$ cat src/rtl/sample_buffer_ctrl.sv
// Frame capture buffer: fills an external RAM with DEPTH incoming samples,
// then streams them out over a valid/ready interface.
module sample_buffer_ctrl #(
  parameter int ADDRESS_WIDTH = 10,
  parameter int DATA_WIDTH    = 16,
  parameter int DEPTH         = 1024
) (
  input  logic                     clk,
  input  logic                     rst,
  input  logic                     start,
  input  logic                     di_valid,
  input  logic [DATA_WIDTH-1:0]    di,
  output logic                     ram_en,
  output logic                     ram_we,
  output logic [ADDRESS_WIDTH-1:0] ram_addr,
  output logic [DATA_WIDTH-1:0]    ram_di,
  input  logic [DATA_WIDTH-1:0]    ram_do,
  output logic                     do_valid,
  input  logic                     do_ready,
  output logic [DATA_WIDTH-1:0]    data_o,
  output logic                     last,
  output logic                     busy,
  output logic                     overflow
);

  typedef enum logic [1:0] {IDLE, FILL, DRAIN} state_t;

  localparam logic [ADDRESS_WIDTH-1:0] LAST_ADDR = ADDRESS_WIDTH'(DEPTH - 1);

  state_t                   state;
  logic [ADDRESS_WIDTH-1:0] waddr;
  logic [ADDRESS_WIDTH-1:0] raddr;
  logic                     rd_done;
  logic                     advance;
  logic                     wr_issue;
  logic                     rd_issue;

  // RAM strobes are combinational so a write lands in the same cycle as di_valid.
  always_comb begin
    advance  = !do_valid || do_ready;
    wr_issue = !rst && (state == FILL) && di_valid;
    rd_issue = !rst && (state == DRAIN) && !rd_done && advance;
    ram_en   = wr_issue || rd_issue;
    ram_we   = wr_issue;
    ram_addr = '0;
    if (wr_issue)
      ram_addr = waddr;
    else if (rd_issue)
      ram_addr = raddr;
  end

  assign ram_di = di;
  assign data_o = ram_do;
  assign busy   = (state != IDLE);

  always_ff @(posedge clk) begin
    if (rst) begin
      state    <= IDLE;
      waddr    <= '0;
      raddr    <= '0;
      rd_done  <= 1'b0;
      do_valid <= 1'b0;
      last     <= 1'b0;
      overflow <= 1'b0;
    end else begin
      overflow <= di_valid && (state != FILL);
      case (state)
        IDLE: begin
          if (start) begin
            state <= FILL;
            waddr <= '0;
          end
        end
        FILL: begin
          if (di_valid) begin
            if (waddr == LAST_ADDR) begin
              state   <= DRAIN;
              raddr   <= '0;
              rd_done <= 1'b0;
            end else begin
              waddr <= waddr + 1'b1;
            end
          end
        end
        DRAIN: begin
          // Address saturates at the final sample; rd_done marks reads exhausted.
          if (rd_issue) begin
            do_valid <= 1'b1;
            last     <= (raddr == LAST_ADDR);
            if (raddr == LAST_ADDR)
              rd_done <= 1'b1;
            else
              raddr <= raddr + 1'b1;
          end else if (do_ready) begin
            do_valid <= 1'b0;
            last     <= 1'b0;
          end
          if (do_valid && do_ready && last)
            state <= IDLE;
        end
        default: state <= IDLE;
      endcase
    end
  end

endmodule
$ cat config.mk
export PLATFORM = sky130hd
export DESIGN_NAME = sample_buffer_ctrl
export DESIGN_NICKNAME = d
export VERILOG_FILES = /design/src/rtl/sample_buffer_ctrl.sv
export SDC_FILE = /design/constraint.sdc
export NUM_CORES = 1
export LEC_CHECK = 0
export CAP_MARGIN = 20
export CORE_MARGIN = 2
export CORE_UTILIZATION = 35
export CTS_CLUSTER_DIAMETER = 30
export DETAILED_ROUTE_END_ITERATION = 10
export GPL_TIMING_DRIVEN = 0
export PLACE_DENSITY = 0.8
export SYNTH_ARGS = -nofsm -noshare
export SYNTH_HDL_FRONTEND = slang
export SYNTH_SLANG_ARGS = --single-unit
$ cat constraint.sdc
create_clock -name clk -period 2.8 [get_ports clk]
set_clock_uncertainty 0.1 [all_clocks]
set_input_delay 0.7 -clock clk [delete_from_list [all_inputs] [get_ports clk]]
set_output_delay 0.7 -clock clk [all_outputs]
set_load 0.005 [all_outputs]
# [Word level (Yosys, flattened, before mapping)]
# Index checks and enable logic that the tools add are counted.
[word_totals] register_bits=26 inputBits=37 elab_cells=69 out_inout_bits=48
[classes] addsub=2 n_eq_ne=13 reduce_logical=23 muxes=24
[ops] operator="$mux W10" n=9
[ops] operator="$pmux W10 S2" n=2
[ops] operator="$add A10 B1 Y10 const B" n=2
[ops] operator="$eq A10 B10 Y1 const B" n=2
[ops] operator="$ne A2 B2 Y1 const B" n=5
[ops] operator="$reduce_and A5 Y1" n=2
[ops] operator="$logic_and A1 B1 Y1" n=8
[ops] operator="$mux W2" n=4
[ops] operator="$ne A2 B1 Y1 const B" n=4
[ops] operator="$reduce_and A4 Y1" n=2
[ops] operator="$reduce_bool A2 Y1" n=4
[ops] operator="$mux W1" n=7
[ops] operator="$pmux W2 S3" n=1
[ops] operator="$logic_not A1 Y1" n=3
[ops] operator="$eq A2 B1 Y1 const B" n=1
[ops] operator="$eq A2 B2 Y1 const B" n=1
[ops] operator="$logic_not A2 Y1" n=1
[ops] operator="$logic_or A1 B1 Y1" n=2
[ops] operator="$pmux W1 S2" n=1
[ops] operator="$reduce_and A2 Y1" n=1

# [Depth between registers and ports, before layout]
[logic_depth] word_depth=6 depth_mapped=6

# [Worst setup path before layout]
# OpenSTA, ideal clock, no wires.
[synth_path] path_kind="input to output" startpoint="in rst" endpoint="out ram_addr[1]" t_arrival_ns=1.927 setup_slack_ns=0.073 required_ns=2.000 stages=4 path_buffers=2 path_cell_list="clkbuf_1 nor4_1 clkbuf_1 a22o_1"
[synth_between] elab_chain_cells=6 word_cells_on_any_way=8 cone_classes="mux: 2; reduce/logical: 6"
[synth_rtl] item="start, declared" line="9" source="input logic rst,"
[synth_rtl] item="$logic_not A1 Y1 *" line="41, 42"
[synth_rtl] item="$logic_and A1 B1 Y1 (3 in series)" line="42" source="rd_issue = !rst && (state == DRAIN) && !rd_done && advance;"
[synth_rtl] item="$mux W10" line="48" source="else if (rd_issue)"
[synth_rtl] item="$mux W10 *" line="46" source="if (wr_issue)"
[synth_rtl] item="end, declared" line="15" source="output logic [ADDRESS_WIDTH-1:0] ram_addr,"
# Mark *: on every way between the ends. The rest lies on a longest branch, timed or not.

# [Final worst setup path]
[layout_path] startpoint="in do_ready" endpoint="out ram_addr[7]"
[layout_between] elab_chain_cells=4
[layout_rtl] item="start, declared" line="19" source="input logic do_ready,"
[layout_rtl] item="$logic_or A1 B1 Y1" line="40" source="advance = !do_valid || do_ready;"
[layout_rtl] item="$logic_and A1 B1 Y1" line="42"
[layout_rtl] item="$mux W10" line="48"
[layout_rtl] item="$mux W10" line="46"
# No other way between the ends.

==> flow_summary_export.csv <==
group,metric,value,unit
layout,finalNetCount,317,
global_route,first_global_vias,1617,
sta,maxSlewViolCount,0,
sta,fin_setup_tns,0,ns
synthesis,synthArstFlopShare,0,%
global_route,gr-total-overflow,0,
worst_setup_path,crit_path_end_kind,"primary output",
synthesis,ys.flop_type,"dfxtp_1",
synthesis,yosysTopAreaCell,"dfxtp_1",
synthesis,synth-seq-cells,26,
run,cap_viol_max_count,0,
placed_design,place_area,2380,µm²
floorplanning,dieArea,5690,µm²
sta,period_needed,2.72,ns
synthesis,yosys.area_share.simple,28.9,%
worst_setup_path,crit_type,"input port to primary output",
placed_design,gp_congestion,0.849,
layout,mostFrequentLayoutCell,"buf_4",
floorplanning,start_util,35.7,%
cts,cts_tree,"built",
global_route,use_met3,2.38,%
cts,cts_max_level,1,
global_route,grt_pass1_wl,7090,µm
layout,area_growth,41.6,%
floorplanning,die_x,75.5,µm
synthesis,synth_area_per_cell,8.31,µm²
global_route,antenna_found_initial,0,
pwr,p_per_area,291,nW/µm²
floorplanning,std_cell_rows,26,
layout,n_antenna_cell,0,
worst_setup_path,worst-r2r-cell-count,5,
floorplanning,coreArea,5010,µm²
layout,drive_above_1_share,23.9,%
cts,cts.sinks,26,
cts,cts_buffers,3,
synthesis,synth_top_family_by_area,"simple AND/OR/NAND/NOR gates",
synthesis,synth_xor_area_share,0,%
cts,clock_latency,0.27,ns
synthesis,synth-edff-count,0,
synthesis,yosysWarnings,0,
global_route,met1_usage,18.7,%
sta,hold_viol_final,0,
route,dr.pass1.iters,4,
cts,clock_path_buffers,2,
synthesis,syn_nets,254,
synthesis,synth_cells,215,
route,vias,1831,
synthesis,yosysSeqAreaShare,29.1,%
route,drt_iter0_drc,183,
global_route,top_usage_layer,"met2",
route,drc,0,
pwr,leakage,1.06,nW
synthesis,synth_area,1790,µm²
worst_setup_path,start_kind,"input port",
hold_path,hold_path_class,"register to register",
layout,nFillCells,483,
worst_setup_path,cp.required,2.00,ns
synthesis,synth_mux_area_share,3.36,%
route,ant_nets,0,
layout,finish.instance_area,2530,µm²
worst_setup_path,crit_arrival,1.92,ns
pwr,max-vdd-ir-drop,0.146,mV
floorplanning,die_h,75.5,µm
cts,cts_root_buf,"clkbuf_8",
synthesis,synth.area.top_cells,"dfxtp_1 (29%), buf_4 (13%), nand2_1 (4.8%), a22o_1 (4.4%), nand3_1 (3.9%)",
cts,hold_buffers,0,
worst_setup_path,crit_fanout,6,
floorplanning,ioPinCount,85,
route,routedWlPerCell,13.2,µm
synthesis,synth-compound-area-share,19.9,%
cts,path_clk_slew,0.09,ns
sta,setup_viol,0,
placed_design,placement.io_buffers,51,
sta,worstMarginPinSlew,0.669,ns
placed_design,hpwl,3520,µm
synthesis,netlist.area_leader.share,29.1,%
sta,fmax,368,MHz
global_route,grt.total_usage,15.9,%
layout,final_cell_mix,"buf_4 (40), clkdlybuf4s50_1 (38), dfxtp_1 (25)",
global_route,grt_max_degree,14,
sta,max-slew-margin-rel,55.3,%
hold_path,hold_depth,2,
sta,rsz0062_at_grt,"no",
synthesis,synth_cell_types,51,
global_route,grt_use_met2,29.5,%
route,wirelength,4580,µm
synthesis,synthAdderAreaFrac,1.40,%
route,vias_per_cell,5.29,
sta,fin_crit_sh,97.2,%
outcome,status,"finished clean",
## timing repair
action,in CTS,in global routing
resized for setup,29,11
pin swaps,3,0
endpoints found under the setup margin,12,4
setup buffers,5,4
## final timing paths
path / startpoint / endpoint / slack, ns
hold / removal: last / last / 0.39
setup / recovery: do_ready / ram_addr[7] / 0.08
hold reg to reg: last / last / 0.39
setup reg to reg: raddr[1] / raddr[8] / 0.63
## area by class of cell
type	count	area [µm²]	share of cell area, %
Tap cell	70	87.6	3.46
Sequential cell	26	522	20.6
Buffer	42	310	12.3
Timing Repair Buffer	59	571	22.6
Multi-Input combinational cell	143	985	38.9
Clock buffer	3	41.3	1.63
Inverter	3	13.8	0.544
## where the power goes
group          total (mW)  leakage, nW  internal (mW)  switching [mW]
Sequential          0.377        0.211          0.373         0.00356
Combinational       0.147        0.823         0.0950          0.0516
Clock               0.213       0.0216         0.0963           0.116
Total               0.736         1.06          0.564           0.171
## registers in the layout (all words and copies together), names as in the netlist
name      count
raddr        10
state         2
rd_done       1
last          1
overflow      1
waddr        10
do_valid      1
## cells by family after synthesis
family	Yosys count
AO/OA/AOI/OAI	47
adder cells (fa/ha/maj)	2
buffers and inverters	46
flip-flops	26
multiplexers	6
AND/OR/NAND/NOR	88
## synth_stat cells, types with 3 or more instances
cell,number
nand2_1,23
a211o_2,3
a21oi_1,8
nor4_1,5
o31ai_1,5
or2_2,3
o21ai_0,6
nor2_1,5
buf_4,32
clkbuf_1,6
nand3_1,14
a22o_1,9
and4_1,3
mux2i_1,6
nor3_1,4
or3_1,5
inv_1,3
dfxtp_1,26
or4_1,3
nand4_1,5
## critical path: stages
cell and delay (ns):
clkdlybuf4s15_2 0.22, nor2b_4 0.15, nor4_4 0.05, clkbuf_8 0.15, buf_4 0.13, buf_4 0.12, a22o_1 0.18, clkdlybuf4s15_1 0.21
## through the flow
| step | hold WS [ns] | power (mW) | setup WS, ns | cells | util [%] |
|---|---|---|---|---|---|
| finish | 0.394 | 0.736 | 0.0798 | 346 | 50.5 |
| global route | 0.423 | 0.770 | 0.00537 | 346 | 50.5 |
| CTS | 0.395 | 0.740 | 0.00521 | 343 | 49.8 |
| detailed placement | 0.382 | 0.529 | -1.09 | 336 | 47.6 |
| global placement | 0.362 | 0.527 | -1.09 | 336 | 47.6 |
| floorplan | 0.350 | 0.460 | 0.0727 | 215 | - |
## layer usage
layer  wire, µm  vias to the layer above
li1           -                      889
met5          0                        -
met4         40                        0
met2       2410                       58
met3        238                        6
met1       1890                      878
(Power assumes the default switching activity.)
